--- src/rtl/pipeline_trace_buffer.sv ---
// pipeline_trace_buffer: circular retirement-trace capture with PC trigger, post-trigger window and watchdog
module pipeline_trace_buffer #(
    parameter int PC_W        = 32,
    parameter int DATA_W      = 32,
    parameter int DEPTH       = 16,
    parameter int CYCLE_LIMIT = 200,
    localparam int AW         = $clog2(DEPTH),
    localparam int CW         = AW + 1
) (
    input  logic              clk,
    input  logic              rst,
    input  logic              arm,
    input  logic              trig_pc_en,
    input  logic [PC_W-1:0]   trig_pc,
    input  logic [CW-1:0]     post_cnt,
    input  logic              filt_nop,
    input  logic              tr_valid,
    input  logic [PC_W-1:0]   tr_pc,
    input  logic [31:0]       tr_instr,
    input  logic [DATA_W-1:0] tr_wd,
    input  logic              rd_en,
    output logic              rd_valid,
    output logic [PC_W-1:0]   rd_pc,
    output logic [31:0]       rd_instr,
    output logic [DATA_W-1:0] rd_wd,
    output logic [CW-1:0]     count,
    output logic [1:0]        state,
    output logic              done,
    output logic              timeout,
    output logic [31:0]       cycle_cnt
);
    localparam int EW = PC_W + 32 + DATA_W;
    localparam logic [1:0] IDLE = 2'd0, ARMED = 2'd1, POST = 2'd2, DONE = 2'd3;

    logic [1:0]    r_state, w_next;
    logic [EW-1:0] r_mem [DEPTH];
    logic [AW-1:0] r_wr_ptr, r_rd_ptr;
    logic [CW-1:0] r_count, r_remain;
    logic [31:0]   r_cycle_cnt;
    logic          r_timeout;
    logic          w_acc, w_capt, w_wr, w_trig, w_dec, w_complete, w_wdog, w_arm, w_pop;
    logic [CW-1:0] w_post_eff;
    logic [EW-1:0] w_rd_word;

    assign w_acc      = tr_valid && !(filt_nop && tr_instr == 32'h0);
    assign w_capt     = (r_state == ARMED) || (r_state == POST);
    assign w_wr       = w_capt && w_acc;
    assign w_trig     = (r_state == ARMED) && w_acc && (!trig_pc_en || tr_pc == trig_pc);
    assign w_dec      = w_trig || ((r_state == POST) && w_acc);
    assign w_complete = w_dec && (r_remain == CW'(1));
    assign w_wdog     = w_capt && (r_cycle_cnt == 32'(CYCLE_LIMIT - 1)) && !w_complete;
    assign w_arm      = arm && ((r_state == IDLE) || (r_state == DONE));
    assign w_pop      = (r_state == DONE) && rd_en && (r_count != '0) && !arm;
    assign w_post_eff = (post_cnt == '0 || post_cnt > CW'(DEPTH)) ? CW'(DEPTH) : post_cnt;

    // State register
    always_ff @(posedge clk or posedge rst) begin
        if (rst) r_state <= IDLE;
        else     r_state <= w_next;
    end

    // Next-state: completion outranks the watchdog, both end capture
    always_comb begin
        w_next = r_state;
        case (r_state)
            IDLE:    w_next = arm ? ARMED : IDLE;
            ARMED:   w_next = (w_complete || w_wdog) ? DONE : (w_trig ? POST : ARMED);
            POST:    w_next = (w_complete || w_wdog) ? DONE : POST;
            default: w_next = arm ? ARMED : DONE;
        endcase
    end

    // Outputs: read port is only live once capture has finished
    always_comb begin
        done      = (r_state == DONE);
        rd_valid  = done && (r_count != '0);
        w_rd_word = rd_valid ? r_mem[r_rd_ptr] : '0;
        {rd_pc, rd_instr, rd_wd} = w_rd_word;
    end

    // Trace storage; contents need no reset because rd_valid gates the read port
    always_ff @(posedge clk) begin
        if (w_wr) r_mem[r_wr_ptr] <= {tr_pc, tr_instr, tr_wd};
    end

    // Pointers and occupancy: a full buffer overwrites its oldest entry
    always_ff @(posedge clk or posedge rst) begin
        if (rst) begin
            r_wr_ptr <= '0;
            r_rd_ptr <= '0;
            r_count  <= '0;
        end else if (w_arm) begin
            r_wr_ptr <= '0;
            r_rd_ptr <= '0;
            r_count  <= '0;
        end else if (w_wr) begin
            r_wr_ptr <= r_wr_ptr + 1'b1;
            if (r_count == CW'(DEPTH)) r_rd_ptr <= r_rd_ptr + 1'b1;
            else                       r_count  <= r_count + 1'b1;
        end else if (w_pop) begin
            r_rd_ptr <= r_rd_ptr + 1'b1;
            r_count  <= r_count - 1'b1;
        end
    end

    // Window countdown, watchdog counter and timeout flag; the counter freezes on the edge entering DONE
    always_ff @(posedge clk or posedge rst) begin
        if (rst) begin
            r_remain    <= '0;
            r_cycle_cnt <= '0;
            r_timeout   <= 1'b0;
        end else if (w_arm) begin
            r_remain    <= w_post_eff;
            r_cycle_cnt <= '0;
            r_timeout   <= 1'b0;
        end else begin
            if (w_dec) r_remain <= r_remain - 1'b1;
            if (w_capt && w_next != DONE) r_cycle_cnt <= r_cycle_cnt + 1'b1;
            if (w_wdog) r_timeout <= 1'b1;
        end
    end

    assign count     = r_count;
    assign state     = r_state;
    assign timeout   = r_timeout;
    assign cycle_cnt = r_cycle_cnt;
endmodule

--- config.mk ---
export PLATFORM = sky130hd
export DESIGN_NAME = pipeline_trace_buffer
export DESIGN_NICKNAME = d
export VERILOG_FILES = /design/src/rtl/pipeline_trace_buffer.sv
export SDC_FILE = /design/constraint.sdc
export NUM_CORES = 1
export LEC_CHECK = 0
export BUFFER_PORTS_ARGS = -buffer_cell sky130_fd_sc_hd__buf_4
export CAP_MARGIN = 20
export CORE_ASPECT_RATIO = 1.25
export CORE_MARGIN = 1.5
export CORE_UTILIZATION = 50
export CTS_CLUSTER_SIZE = 12
export DETAILED_ROUTE_END_ITERATION = 12
export PLACE_DENSITY_LB_ADDON = 0.25
export SETUP_SLACK_MARGIN = 0.2
export SYNTH_ARGS = -nofsm -noshare
export SYNTH_HDL_FRONTEND = slang
export SYNTH_SLANG_ARGS = --single-unit
export TNS_END_PERCENT = 1
--- constraint.sdc ---
create_clock -name clk -period 23.3 [get_ports clk]
set_input_delay 2.33 -clock clk [delete_from_list [all_inputs] [get_ports clk]]
set_output_delay 2.33 -clock clk [all_outputs]
set_load 0.01 [all_outputs]
==> results of run 1 <==
==> kinds of logic after synthesis <==
family	synth area share (%)
AO/OA/AOI/OAI	0.759
XOR/XNOR	0.651
flip-flops	76.7
adder cells (fa/ha/maj)	0.356
AND/OR/NAND/NOR	2.81
buffers and inverters	1.02
multiplexers	17.7
==> registers in the layout (all words and copies together), names as in the netlist <==
register,count
r_mem,1536
cycle_cnt,32
count,5
r_remain,5
r_rd_ptr,4
r_wr_ptr,4
state,2
timeout,1
==> worst min-delay path by stage <==
| stage | depth (start not counted) | to | slack (ns) | start |
|---|---|---|---|---|
| 3_5_place_dp | 1 | timeout | 0.53 | timeout |
| 5_1_grt | 1 | cycle_cnt[30] | 0.57 | cycle_cnt[30] |
| 3_3_place_gp | 1 | cycle_cnt[20] | 0.51 | cycle_cnt[20] |
| 6_report | 1 | timeout | 0.54 | timeout |
| 2_1_floorplan | 1 | r_wr_ptr[0] | 0.53 | r_wr_ptr[0] |
| 4_1_cts | 1 | timeout | 0.54 | timeout |
==> Yosys cell counts (all sizes together), types with 2 or more instances <==
master / count / area (um^2)
nor3: 6 / 30.0
o311ai: 2 / 17.5
mux4: 480 / 10800
o211ai: 11 / 82.6
nand3: 32 / 160
nand4b: 2 / 17.5
and2: 111 / 697
nand4: 13 / 81.3
ha: 16 / 200
and3: 11 / 68.8
a21oi: 15 / 78.8
nand2: 49 / 184
buf: 41 / 175
nand2b: 2 / 12.5
nor2: 25 / 93.8
a22o: 2 / 17.5
nor3b: 2 / 15.0
edfxtp: 1536 / 46100
mux2: 3 / 33.8
nand3b: 3 / 22.5
nor4b: 5 / 50.0
xor2: 39 / 342
nor4: 26 / 163
or3: 2 / 12.5
dfrtp: 53 / 1330
a211o: 3 / 26.3
mux2i: 11 / 110
o21ai: 15 / 75.1
or4: 9 / 67.6
xnor2: 7 / 61.3
inv: 25 / 93.8
clkbuf: 95 / 357
nor2b: 3 / 18.8
o31ai: 4 / 30.0
==> power groups by stage <==
| stage | clock (mW) | sequential, mW | combinational [mW] |
|---|---|---|---|
| after global routing | 2.41 | 3.42 | 2.16 |
| after CTS | 2.31 | 3.41 | 2.05 |
| final | 2.27 | 3.40 | 2.03 |
| after detailed placement | 0 | 3.46 | 2.04 |
| after floorplan | 0 | 3.43 | 1.45 |
| after global placement | 0 | 3.45 | 2.01 |
==> routing by layer <==
layer	GRT usage, %	vias up	share of wire, %	wire length [um]
met1	31.2	16000	39	57300
met3	3.67	225	6.2	9100
met5	0	-	0.042	61
met2	40.5	1165	52	76600
met4	6.88	10	2.5	3670
li1	-	12100	-	-
==> cell type report <==
| class | instances | area, um^2 |
|---|---|---|
| multi-input combinational | 927 | 13900 |
| clock inverter | 30 | 259 |
| clock buffer | 204 | 4210 |
| inverter | 26 | 97.6 |
| sequential | 1589 | 47500 |
| antenna | 3 | 7.51 |
| fill | 8868 | 52500 |
| tap | 1606 | 2010 |
| timing repair buffer | 337 | 2590 |
==> impl_results.md, run 1 <==
* Post-route cell area at 70500 um^2
* Post-CTS setup buffer count at 0
* CTS max path bufs at 3
* Worst setup path endpoint: rd_instr[29]
* Total Wirelength at 147000 um
* R2R setup slack at 18.84 ns
* Worst slew pin tran at 1.20 ns
* P_int at 5.58 mW
* Launch point of the worst path: r_rd_ptr[0]
* Row cnt at 144
* Worst-skew pair later-pin latency at 0.77 ns
* Number of synthesized register bits at 1589
* Critical Path AT at 5.15 ns
* Clock-pin slew on the worst setup and hold paths at 0.06 ns
* Fmax at 0.134 GHz
* Final setup viols at 0
* Max IR drop VDD at 100 uV
* CP Depth at 6
* Wirelength per Cell at 31.1 um
* Vias in the first global route at 31000
* Initial antenna violation count at 8
* Chip width at 318 um
* Power Density at 109 nW/um^2
* Power share of the combinational group at 26.3%
* Most frequent cells in the layout: 1536 x edfxtp_1, 480 x mux4_2, 333 x buf_4
* Ports at 278
* Syn Inst Count at 2678
* Synth warnings at 0
* Cells after DPL at 4482
* Capturing point of the worst reg2reg path: r_mem[13][64]
* Cts hold-fix bufs at 0
* Setup repair after global routing missed its margin: false
* Hold WS at 0.536 ns
* Hold Fails Final Rpt at 0
* Hold WC Path Type: register to register
* Post-cts sizing count at 0
* Net Count, Synth at 2835
* Final Slew Violations at 0
* Max Cap Violations at 0
* Worst r2r path cells at 8
* DP Worst Slack at 15.92 ns
* # clock sinks at 1589
* All-Layer GR Usage at 23.5%
* EDFF count, synth at 1536
* CP peak stage delay at 1.07 ns
* Distinct cells, synth at 59
* Post-synth ARST share at 3.34%
* Worst path slowest cell: dfrtp_4
* Total number of vias at 29400
* Drt drc at 0
* Tcrit/Tclk final at 32.1%
* Max Clock Skew at 0.0196 ns
* Leakage at 22.6 nW
* Layout cells sized above 1 at 33.2%
* Largest net degree at the start of global routing at 115
* Critical path class: register to output port
* CP dominant cell by count: buf_4
* Die H at 396 um
* First-pass GRT wire length at 213000 um
* Total core area at 123000 um^2
* Die area at 126000 um^2
* Sw Ratio at 27.6%
* Vias per cell at 6.23
* Starting DRC count in detailed routing at 3207
* Placer Congestion at 0.785
* Final core occ at 57.3%
* CTS buffer count at 157
* Root buffer cell: clkbuf_16
* H-tree depth at 4
* Setup tns final at 0 ns
* IO Port Bufs at 277
* Fin nets at 3195
* Worst path bufs/invs at 3
* CP Cell Sequence: buf_4 -> buf_4 -> mux4_2 -> mux4_2 -> and2_1 -> buf_4
* Clock power share at 29.5%
* Seq/Total Area, Yosys at 76.7%
* Final Instance Count excl. Fillers at 4722
* Sw Pwr at 2.12 mW
* CP delay by family, top: buffers and inverters
* Antenna Nets Post-Route at 0
* Syn Area/Cell at 23.1 um^2
* Min Clock Period, post-route at 7.48 ns
* Total grt overflow at 0
* Ys flop type: edfxtp_1
* Area delta synth->final at 14.0%
* CTS tree: done
* Commonest non-fill, non-tap cell in the layout: edfxtp_1
* CP endpoint kind: output port
* Slew headroom at 20.1%
* Setup WS post-layout at 15.82 ns
* Max FO, Critical Path at 47
* Worst EP required at 20.97 ns
* Mapped Area at 61900 um^2
* Status: finished, final reports clean
* Design Power at 7.70 mW
* Worst r2r src: state[1]
* Initial Util at 50.3%
* HPWL Detailed at 78900 um
* DR pass1 iterations at 7
* Placed Area at 66000 um^2
* Seq pwr share at 44.2%
* Crit start category: register
Power figures use the tool's default switching activity.
==> run 2, diff against run 1 <==
clock period = 7.68 ns   (was 23.3 ns; I/O delays follow)
==> impl_results.md, run 2 (synthesized netlist as in run 1, its figures left out) <==
* Area delta synth->final at 13.9% (about the same)
* H-tree depth at 4 (unchanged)
* P_int at 16.9 mW (+200%)
* Post-cts sizing count at 0 (unchanged)
* Most frequent cells in the layout: 1536 x edfxtp_1, 480 x mux4_2, 316 x buf_4
* Layout cells sized above 1 at 32.9% (-0.24 points)
* Sw Ratio at 27.8% (+0.18 points)
* Setup repair after global routing missed its margin: false
* First-pass GRT wire length at 208000 um (-2.4%)
* Register name with the most flops: r_mem
* Sw Pwr at 6.51 mW (+210%)
* Largest net degree at the start of global routing at 168 (+46%)
* Setup WS post-layout at 2.79 ns (-13.03 ns)
* Seq pwr share at 44.0% (-0.2 points)
* Final setup viols at 0 (unchanged)
* Critical path class: register to output port
* Chip width at 318 um (unchanged)
* Power share of the combinational group at 26.5% (+0.2 points)
* Worst EP required at 6.91 ns (-14.06 ns)
* Critical Path AT at 4.13 ns (-1.02 ns)
* Hold WC Path Type: input pin to async pin
* Cts hold-fix bufs at 0 (unchanged)
* DP Worst Slack at 2.37 ns (-13.55 ns)
* Vias in the first global route at 30800 (-0.69%)
* Row cnt at 144 (unchanged)
* Max Cap Violations at 0 (unchanged)
* Worst slew pin tran at 1.20 ns (+0.00397 ns)
* Max FFs per register at 1536 (unchanged)
* Post-route cell area at 70500 um^2 (about the same)
* Leakage at 22.5 nW (-0.23%)
* Crit start category: register
* Max FO, Critical Path at 47 (unchanged)
* Met2 track demand over resource at 39.9% (-0.64 points)
* IO Port Bufs at 277 (unchanged)
* CTS buffer count at 158 (+0.64%)
* Root buffer cell: clkbuf_16
* CP endpoint kind: output port
* Most Crowded Layer GR: met2
* # clock sinks at 1589 (unchanged)
* Drt drc at 0 (unchanged)
* Wirelength per Cell at 30.1 um (-3.0%)
* Max Clock Skew at 0.0212 ns (+0.00163 ns)
* Initial antenna violation count at 15 (+7)
* Met3 GRT Util at 4.13% (+0.46 points)
* Design Power at 23.4 mW (+200%)
* Starting DRC count in detailed routing at 2897 (-9.7%)
* Placer Congestion at 0.797 (+1.5%)
* DR pass1 iterations at 5 (-2)
* Total core area at 123000 um^2 (unchanged)
* All-Layer GR Usage at 22.9% (-0.61 points)
* Post-CTS setup buffer count at 0 (unchanged)
* CTS tree: done
* HPWL Detailed at 77300 um (-2.0%)
* Fin nets at 3185 (-0.31%)
* Status: finished, final reports clean
* Antenna Nets Post-Route at 0 (unchanged)
* Clock-pin slew on the worst setup and hold paths at 0.06 ns (about the same)
* Max IR drop VDD at 266 uV (+170%)
* Die H at 396 um (unchanged)
* Initial Util at 50.3% (unchanged)
* Tcrit/Tclk final at 63.7%
* Min Clock Period, post-route at 4.89 ns
* Slew headroom at 19.8% (-0.26 points)
* Placed Area at 66000 um^2 (about the same)
* Total grt overflow at 0 (unchanged)
* Fmax at 0.204 GHz
* CTS max path bufs at 3 (unchanged)
* Clock power share at 29.5% (about the same)
* Die area at 126000 um^2 (unchanged)
* Ports at 278 (unchanged)
* Worst-skew pair later-pin latency at 0.78 ns (about the same)
* Commonest non-fill, non-tap cell in the layout: edfxtp_1
* Power Density at 332 nW/um^2 (+200%)
* Vias per cell at 6.13 (-1.6%)
* GRT met1 Usage at 29.0% (-2.2 points)
* Total Wirelength at 142000 um (-3.2%)
* Hold Fails Final Rpt at 0 (unchanged)
* Total number of vias at 28900 (-1.7%)
* Final Slew Violations at 0 (unchanged)
## run 2: worst paths after layout
path	slack (ns)	from	endpoint	cells past startpoint
setup / recovery	2.79	r_rd_ptr[0]	rd_instr[19]	5
hold / removal	0.21	rst	cycle_cnt[18]	3
setup reg to reg	3.46	state[0]	r_mem[6][39]	9
hold reg to reg	0.55	timeout	timeout	1
max in group asynchronous	6.91	rst	r_rd_ptr[3]	3
min in group clk	0.25	post_cnt[0]	r_remain[0]	3
## run 2: metrics by stage
stage / cells / TNS (ns) / utilization (%) / hold slack (ns)
after floorplan: 2678 / -1429.24 / - / 0.534
after global placement: 4471 / 0 / 53.6 / 0.518
after detailed placement: 4473 / 0 / 53.6 / 0.546
after CTS: 4707 / 0 / 57.2 / 0.188
after global routing: 4714 / 0 / 57.3 / 0.231
final: 4715 / 0 / 57.3 / 0.210
## run 2: metal layers
metal  wire length [um]  part of all wire [%]
met1              53800                    38
met2              75600                    53
met3               8230                   5.8
met4               4390                   3.1
met5                101                 0.071
## run 2: worst max-delay path, cell delays in order (launching register included)
cell and delay (ns):
dfrtp_4 0.88, buf_4 0.87, mux4_2 0.62, mux4_2 0.56, and2_1 0.19, buf_4 0.14
## run 2: cell type report
| type | instances | area [um^2] |
|---|---|---|
| Clock inverter | 34 | 289 |
| Tap cell | 1606 | 2010 |
| Sequential cell | 1589 | 47500 |
| Fill cell | 8793 | 52600 |
| Inverter | 26 | 97.6 |
| Multi-Input combinational cell | 927 | 13900 |
| Antenna cell | 7 | 17.5 |
| Clock buffer | 200 | 4160 |
| Timing Repair Buffer | 326 | 2580 |
## run 2: power by group through the flow
| stage | registers (mW) | clock network, mW | logic [mW] |
|---|---|---|---|
| after detailed placement | 10.5 | 0 | 6.33 |
| final | 10.3 | 6.91 | 6.21 |
| after global routing | 10.4 | 7.34 | 6.64 |
| after CTS | 10.3 | 7.04 | 6.35 |
| after global placement | 10.5 | 0 | 6.24 |
| after floorplan | 10.4 | 0 | 4.41 |
